## config.mk

```make
export PLATFORM = sky130hd
export DESIGN_NAME = bram_image_loader
export DESIGN_NICKNAME = d
export VERILOG_FILES = /design/src/rtl/bram_image_loader.sv
export SDC_FILE = /design/constraint.sdc
export NUM_CORES = 1
export LEC_CHECK = 0
export ABC_AREA = 1
export CELL_PAD_IN_SITES_DETAIL_PLACEMENT = 0
export CELL_PAD_IN_SITES_GLOBAL_PLACEMENT = 2
export CORE_MARGIN = 2
export CORE_UTILIZATION = 23
export DETAILED_ROUTE_END_ITERATION = 7
export HOLD_SLACK_MARGIN = 0.08
export PLACE_DENSITY = 0.65
export SETUP_SLACK_MARGIN = 0.1
export SKIP_LAST_GASP = 1
export SLEW_MARGIN = 40
export SYNTH_ARGS = -nofsm -noshare
export SYNTH_HDL_FRONTEND = slang
export SYNTH_SLANG_ARGS = --single-unit
```

## constraint.sdc

```tcl
create_clock -name clk -period 4.25 [get_ports clk]
set_input_delay 0.425 -clock clk [delete_from_list [all_inputs] [get_ports clk]]
set_output_delay 0.425 -clock clk [all_outputs]
set_load 0.05 [all_outputs]
```

## src/rtl/bram_image_loader.sv

```systemverilog
// bram_image_loader
//   Avalon-MM master that fills (LOAD) or checks (VERIFY) the on-chip program
//   BRAM from a valid/ready word stream, holding the soft core in reset while
//   it owns the memory. Both modes keep a running additive checksum.
//
// Ports
//   clk, reset_n              : clock, async active-low reset
//   start, mode, base_addr,
//   word_count, abort         : job control (mode 0 = LOAD, 1 = VERIFY)
//   busy, done, error,
//   mismatch_addr, checksum   : job status
//   cpu_reset_req             : holds the core in reset while busy
//   in_valid/in_ready/in_data : word stream
//   bram_*                    : BRAM s1 master port (read latency 1)
//
// state    | meaning
// ---------+--------------------------------------------------------------
// IDLE     | waiting for start
// LOAD     | accepting stream words, each written one cycle after accept
// LFIN     | last registered write on the bus, then done
// V_READ   | read issued at addr
// V_WAIT   | read data returns, captured into rd_q
// V_CMP    | accepting one stream word and comparing against rd_q
module bram_image_loader #(
  parameter int ADDR_W = 10,
  parameter int DATA_W = 32
) (
  input  logic                clk,
  input  logic                reset_n,
  input  logic                start,
  input  logic                mode,
  input  logic [ADDR_W-1:0]   base_addr,
  input  logic [ADDR_W:0]     word_count,
  input  logic                abort,
  output logic                busy,
  output logic                done,
  output logic                error,
  output logic [ADDR_W-1:0]   mismatch_addr,
  output logic [DATA_W-1:0]   checksum,
  output logic                cpu_reset_req,
  input  logic                in_valid,
  output logic                in_ready,
  input  logic [DATA_W-1:0]   in_data,
  output logic [ADDR_W-1:0]   bram_address,
  output logic                bram_chipselect,
  output logic                bram_clken,
  output logic                bram_write,
  output logic [DATA_W-1:0]   bram_writedata,
  output logic [DATA_W/8-1:0] bram_byteenable,
  input  logic [DATA_W-1:0]   bram_readdata
);

  typedef enum logic [2:0] {
    S_IDLE   = 3'd0,
    S_LOAD   = 3'd1,
    S_LFIN   = 3'd2,
    S_V_READ = 3'd3,
    S_V_WAIT = 3'd4,
    S_V_CMP  = 3'd5
  } state_t;

  localparam logic [ADDR_W:0]   CNT_ONE  = (ADDR_W+1)'(1);
  localparam logic [ADDR_W-1:0] ADDR_ONE = ADDR_W'(1);

  state_t              state_q, state_d;
  logic [ADDR_W-1:0]   addr_q, addr_d;
  logic [ADDR_W:0]     remaining_q, remaining_d;
  logic [DATA_W-1:0]   checksum_q, checksum_d;
  logic                error_q, error_d;
  logic [ADDR_W-1:0]   mismatch_addr_q, mismatch_addr_d;
  logic [DATA_W-1:0]   rd_q, rd_d;
  logic                done_q, done_d;
  logic                busy_q, busy_d;
  logic [ADDR_W-1:0]   bram_address_q, bram_address_d;
  logic                bram_chipselect_q, bram_chipselect_d;
  logic                bram_write_q, bram_write_d;
  logic [DATA_W-1:0]   bram_writedata_q, bram_writedata_d;

  logic hs;
  logic last_word;

  // in_ready depends on the state register only, never on in_valid
  assign in_ready  = (state_q == S_LOAD) || (state_q == S_V_CMP);
  assign hs        = in_valid && in_ready;
  assign last_word = (remaining_q == CNT_ONE);

  always_comb begin
    state_d           = state_q;
    addr_d            = addr_q;
    remaining_d       = remaining_q;
    checksum_d        = checksum_q;
    error_d           = error_q;
    mismatch_addr_d   = mismatch_addr_q;
    rd_d              = rd_q;
    done_d            = 1'b0;
    bram_address_d    = bram_address_q;
    bram_chipselect_d = 1'b0;
    bram_write_d      = 1'b0;
    bram_writedata_d  = bram_writedata_q;

    if (abort) begin
      // abort wins: no done, any pending write is dropped, status kept
      state_d = S_IDLE;
    end else begin
      unique case (state_q)
        S_IDLE: begin
          if (start) begin
            addr_d          = base_addr;
            remaining_d     = word_count;
            checksum_d      = '0;
            error_d         = 1'b0;
            mismatch_addr_d = '0;
            if (word_count == '0) begin
              done_d = 1'b1;
            end else if (mode) begin
              state_d = S_V_READ;
            end else begin
              state_d = S_LOAD;
            end
          end
        end
        S_LOAD: begin
          if (hs) begin
            bram_chipselect_d = 1'b1;
            bram_write_d      = 1'b1;
            bram_address_d    = addr_q;
            bram_writedata_d  = in_data;
            checksum_d        = checksum_q + in_data;
            addr_d            = addr_q + ADDR_ONE;
            remaining_d       = remaining_q - CNT_ONE;
            if (last_word) state_d = S_LFIN;
          end
        end
        S_LFIN: begin
          state_d = S_IDLE;
          done_d  = 1'b1;
        end
        S_V_READ: begin
          state_d = S_V_WAIT;
        end
        S_V_WAIT: begin
          rd_d    = bram_readdata;
          state_d = S_V_CMP;
        end
        S_V_CMP: begin
          if (hs) begin
            checksum_d = checksum_q + in_data;
            if ((in_data != rd_q) && !error_q) begin
              error_d         = 1'b1;
              mismatch_addr_d = addr_q;
            end
            addr_d      = addr_q + ADDR_ONE;
            remaining_d = remaining_q - CNT_ONE;
            if (last_word) begin
              state_d = S_IDLE;
              done_d  = 1'b1;
            end else begin
              state_d = S_V_READ;
            end
          end
        end
        default: state_d = S_IDLE;
      endcase
    end

    // The read command is registered, so it is set up on the way into V_READ
    if (state_d == S_V_READ) begin
      bram_chipselect_d = 1'b1;
      bram_write_d      = 1'b0;
      bram_address_d    = addr_d;
    end

    busy_d = (state_d != S_IDLE);
  end

  always_ff @(posedge clk or negedge reset_n) begin
    if (!reset_n) begin
      state_q           <= S_IDLE;
      addr_q            <= '0;
      remaining_q       <= '0;
      checksum_q        <= '0;
      error_q           <= 1'b0;
      mismatch_addr_q   <= '0;
      rd_q              <= '0;
      done_q            <= 1'b0;
      busy_q            <= 1'b0;
      bram_address_q    <= '0;
      bram_chipselect_q <= 1'b0;
      bram_write_q      <= 1'b0;
      bram_writedata_q  <= '0;
    end else begin
      state_q           <= state_d;
      addr_q            <= addr_d;
      remaining_q       <= remaining_d;
      checksum_q        <= checksum_d;
      error_q           <= error_d;
      mismatch_addr_q   <= mismatch_addr_d;
      rd_q              <= rd_d;
      done_q            <= done_d;
      busy_q            <= busy_d;
      bram_address_q    <= bram_address_d;
      bram_chipselect_q <= bram_chipselect_d;
      bram_write_q      <= bram_write_d;
      bram_writedata_q  <= bram_writedata_d;
    end
  end

  assign busy            = busy_q;
  assign cpu_reset_req   = busy_q;
  assign done            = done_q;
  assign error           = error_q;
  assign mismatch_addr   = mismatch_addr_q;
  assign checksum        = checksum_q;
  assign bram_address    = bram_address_q;
  assign bram_chipselect = bram_chipselect_q;
  assign bram_clken      = bram_chipselect_q;
  assign bram_write      = bram_write_q;
  assign bram_writedata  = bram_writedata_q;
  assign bram_byteenable = '1;

endmodule

```

# After elaboration in Yosys (flattened, before gate mapping)
# Cells that the tools add are included.
[classes]
addsub = 3
bitwise = 1
n_mux = 42
reduce_logical = 17
n_eq_ne = 13
[op_table]
columns = ["op", "count"]
rows = [
  ["$mux W10", 10],
  ["$mux W32", 2],
  ["$pmux W32 S2", 1],
  ["$pmux W10 S2", 2],
  ["$add A32 B32 Y32", 1],
  ["$ne A32 B32 Y1", 1],
  ["$mux W11", 2],
  ["$pmux W11 S2", 1],
  ["$mux W3", 6],
  ["$pmux W3 S5", 1],
  ["$mux W1", 13],
  ["$eq A11 B1 Y1 const B", 1],
  ["$logic_not A11 Y1", 1],
  ["$sub A11 B1 Y11 const B", 1],
  ["$add A10 B1 Y10 const B", 1],
  ["$eq A3 B2 Y1 const B", 3],
  ["$reduce_bool A2 Y1", 4],
  ["$eq A3 B3 Y1 const B", 2],
  ["$ne A2 B1 Y1 const B", 3],
  ["$reduce_and A3 Y1", 2],
  ["$reduce_and A5 Y1", 1],
  ["$mux W2", 2],
  ["$ne A2 B2 Y1 const B", 2],
  ["$reduce_and A4 Y1", 1],
  ["11 further kinds", 12],
]
[totals]
wordCells = 89
input_bits = 91
output_inout_bits = 96
reg_bits = 145

# Depth between registers and ports, before layout
[depth]
ltp_word = 9
ltp_mapped = 15
ltp_nobuf = 15

# Least setup slack after synthesis
# Ideal clock, no wire load.
[synth_path]
kind = "reg-to-reg"
startpoint = "register checksum_q[0], in the netlist checksum[0]"
endpoint = "register checksum_q[28], in the netlist checksum[28]"
path_slack_ns = 2.003
setup_time_ns = 0.118
n_path_buf = 0
stages_incl_launch_ff = 16
t_arrival_ns = 2.129
period_less_slack_ns = 2.247
t_required_ns = 4.132
cell_sequence = "dfrtp_1 ha_1 inv_1 fa_1 inv_1 nand3_1 nand2_1 nand2_1 nand2_1 nand2_1 nand2_1 nand2_1 nand2_1 nand2_1 nand3_1 nand2_1"
[synth_via]
elab_chain_len = 3
[synth_rtl]
columns = ["item", "line_no", "rtl"]
rows = [
  ["from (decl)", "68", "logic [DATA_W-1:0] checksum_q, checksum_d;"],
  ["from (signal assigned)", "195", "checksum_q <= checksum_d;"],
  ["$add A32 B32 Y32", "128, 147", ""],
  ["$mux W32", "123, 146", ""],
  ["$pmux W32 S2", "105", "unique case (state_q)"],
]
# No other way between the ends. The select of a mux whose other input is x is not followed.
# A chain may end at the register's enable or synchronous reset.

# Worst setup path after layout
[layout_path]
startpoint = "register state_q[1]"
endpoint = "register checksum_q[27], in the netlist checksum[27]"
[layout_via]
elab_chain_len = 5
word_cells_on_any_way = 11
classes_between = "eq/ne (4); mux (1); reduce/logical (6)"
[layout_rtl]
columns = ["item", "line_no", "rtl"]
rows = [
  ["from (decl)", "65", "state_t state_q, state_d;"],
  ["from (signal assigned)", "192", "state_q <= state_d;"],
  ["$eq A3 B1 Y1 / $eq A3 B3 Y1 (equally long branches)", "83, 105", ""],
  ["$logic_or A1 B1 Y1", "83", "assign in_ready = (state_q == S_LOAD) || (state_q == S_V_CMP);"],
  ["$logic_and A1 B1 Y1", "84", "assign hs = in_valid && in_ready;"],
  ["$ne A2 B1 Y1 (no line)", "--", ""],
  ["$reduce_and A4 Y1 (no line)", "--", ""],
]
# Several ways; a longest one is shown, not always the timed one.

==> flow_summary.ini <==
[run_status]
status = finished, final reports clean

[cells_and_area]
instances_no_fill = 1931
layout.nets = 1534
layout_commonest_cell = nand2_1
drive_above_1_share_pct = 5.21
mostFrequentLayoutCells = nand2_1, clkdlybuf4s50_1, dfrtp_1
nFillCells = 4176
final_area_um2 = 11800
synthToLayoutAreaGrowth_pct = 34.6
num_antenna_cells = 0

[timing]
max_freq_ghz = 0.347
setup_slack_ns = 1.37
maxSlewHeadroom_pct = 44.5
holdWs_ns = 0.418
slew_viol_final = 0
rsz0062_at_grt = false
period_needed_ns = 2.88
min_period_over_period_pct = 67.8
tightestPinTransition_ns = 0.828
setup-tns-final_ns = 0
hold_viol_final = 0
setup_violations = 0
finalClockSkew_ns = 0.00686

[yosys]
ys_types = 43
ys_async_sr_fraction_pct = 100
synth_edf_count = 0
synth_top_cell_by_area = dfrtp_1
syn_avg_cell_area_um2 = 7.13
syn-cell-area_um2 = 8790
synth_top_flop_cell = dfrtp_1
yosysWarnings = 0
ys_ff_latch = 145
ys_seq_area_share_pct = 41.3
ys_top_cells_by_area = dfrtp_1, nand2_1, inv_1
postSynthCellCount = 1233
synth_top_area_share_pct = 41.3

[grt]
grt_antenna_before_repair = 2
grt_overflow_total = 0
grt_max_degree = 87
grt_usage_pct = 17.8
grt_pass1_wl_mm = 51.8
grt_pass1_vias = 8443

[routing]
vias = 8417
routedWlPerCell_um = 18.0
drtAntennaViolNets = 0
wl_mm = 34.7
drtIter0Drc = 412
drc = 0
via_per_inst = 4.36
drtPass1Iterations = 5

[worst_setup_path]
end_kind = flop
start_kind = flop
worstSetupPathType = flop to flop
crit_required_ns = 4.63
crit_arrival_ns = 3.26
crit_fanout = 25

[power_and_ir_drop]
comb_power_share_pct = 43.1
vdd_drop_max_mv = 0.327
p_leak_nw = 5.79
switching_share_pct = 43.4
netSwitchingPower_w = 0.00295
clkPwrFrac_pct = 24.7
p_int_w = 0.00386
seqPwrFrac_pct = 32.2
power_density_nw_per_um2 = 576

[clock_tree]
cts_setup_buffers = 0
postCtsHoldBufs = 1
cts_resized = 0
path_clk_slew_ns = 0.07
clock-root-buffer = clkbuf_16
clock-sinks = 145
htree_levels = 4
numCtsBuffers = 17
clkLatencyLatePin_ns = 0.44
max-clock-path-buffers = 2
cts_tree = done

[job]
max_cap_viol_count = 0

[die]
fp.coreArea_um2 = 37700
die_area_um2 = 39800
rows = 71
ios = 187
start_util_pct = 23.3
die_h_um = 199
die_width_um = 199

[placement]
gp_congestion = 0.842
dpl_cell_area_um2 = 11200
pre_cts_slack_ns = 1.16
io_buffers = 182
dp_hpwl_mm = 27.0
dp_cells = 1898

[worst_hold_path]
hp-class = primary input to async pin
-- final cells by class --
| class | instances | area, um^2 | area share, % |
|---|---|---|---|
| Clock buffer | 21 | 480 | 4.06 |
| Clock inverter | 10 | 156 | 1.32 |
| Inverter | 124 | 465 | 3.93 |
| Multi-Input combinational cell | 929 | 4530 | 38.3 |
| Sequential cell | 145 | 3630 | 30.7 |
| Tap cell | 511 | 639 | 5.40 |
| Timing Repair Buffer | 191 | 1930 | 16.3 |
-- flip-flops by register name, summed over array words and instances (netlist names), 3 cells and up --
register        count
checksum           32
mismatch_addr      10
bram_address       10
bram_writedata     32
remaining_q        11
addr_q             10
state_q             3
rd_q               32
-- kinds of logic after synthesis --
logic type	after synthesis	synth area share, %
XOR/XNOR	17	1.69
flip-flops	145	41.3
AND/OR/NAND/NOR	668	31.0
other	1	0.0427
adder cells (fa/ha/maj)	35	5.07
buffers and inverters	162	7.38
multiplexers	11	1.41
AO/OA/AOI/OAI	194	12.1
-- critical path, stage by stage, from the launching register on --
cell and delay, ns:
dfrtp_1 0.47, nor2_4 0.48, inv_1 0.47, nor2_1 0.27
nor2_2 0.16, inv_2 0.45, buf_4 0.35, nand2_1 0.07
nand2_1 0.08
-- power groups by stage --
| stage | combinational, W | sequential (W) | clock (W) |
|---|---|---|---|
| finish | 0.00294 | 0.00219 | 0.00168 |
| CTS | 0.00297 | 0.00220 | 0.00174 |
| global route | 0.00322 | 0.00225 | 0.00180 |
| detailed placement | 0.00296 | 0.00222 | 0 |
| floorplan | 0.00119 | 0.00287 | 0 |
| global placement | 0.00296 | 0.00222 | 0 |
-- routing by layer --
layer	wire (um)	track usage [%]
met1	16000	22.9
met2	16500	29.9
met3	1620	4.03
met4	621	4.69
met5	28	0
-- per-stage QoR --
stage          total power (W)  util [%]
6_report               0.00681      31.4
5_1_grt                0.00727      31.4
4_1_cts                0.00691      31.3
3_5_place_dp           0.00518      29.6
3_3_place_gp           0.00518      29.6
2_1_floorplan          0.00406         -
-- synth_stat cells, types with 2 or more instances --
cell and instances:
o21ai_0 75, or2_2 4, dfrtp_1 145, buf_4 6
buf_2 14, a22o_1 3, inv_1 118, a22oi_1 8
o21bai_1 8, xor2_1 4, nor3_1 8, a31oi_1 4
ha_1 34, nand4_1 17, and2_1 2, inv_2 6
a21boi_0 4, nand3_2 2, mux2_2 11, nand2_1 449
nand3_1 62, o22ai_1 2, o21ai_1 3, nor2_1 108
a21oi_1 79, clkbuf_1 17, o21a_1 3, nor4_1 2
nor2_2 4, nand2_2 2, xnor2_1 13, nand3b_1 5
-- final timing paths --
path,end,slack (ns),cells past startpoint,start
worst max-delay path,checksum[27]$_DFFE_PN0P_,1.37,8,state_q[1]$_DFF_PN0_
worst min-delay path,checksum[1]$_DFFE_PN0P_,0.42,2,reset_n
worst max register to register,checksum[27]$_DFFE_PN0P_,1.37,8,state_q[1]$_DFF_PN0_
worst min register to register,mismatch_addr[2]$_DFFE_PN0P_,0.47,2,mismatch_addr[2]$_DFFE_PN0P_
max in group asynchronous,rd_q[20]$_DFFE_PN0P_,3.20,3,reset_n
min in group clk,mismatch_addr[2]$_DFFE_PN0P_,0.47,2,mismatch_addr[2]$_DFFE_PN0P_
(Power assumes the default switching activity.)
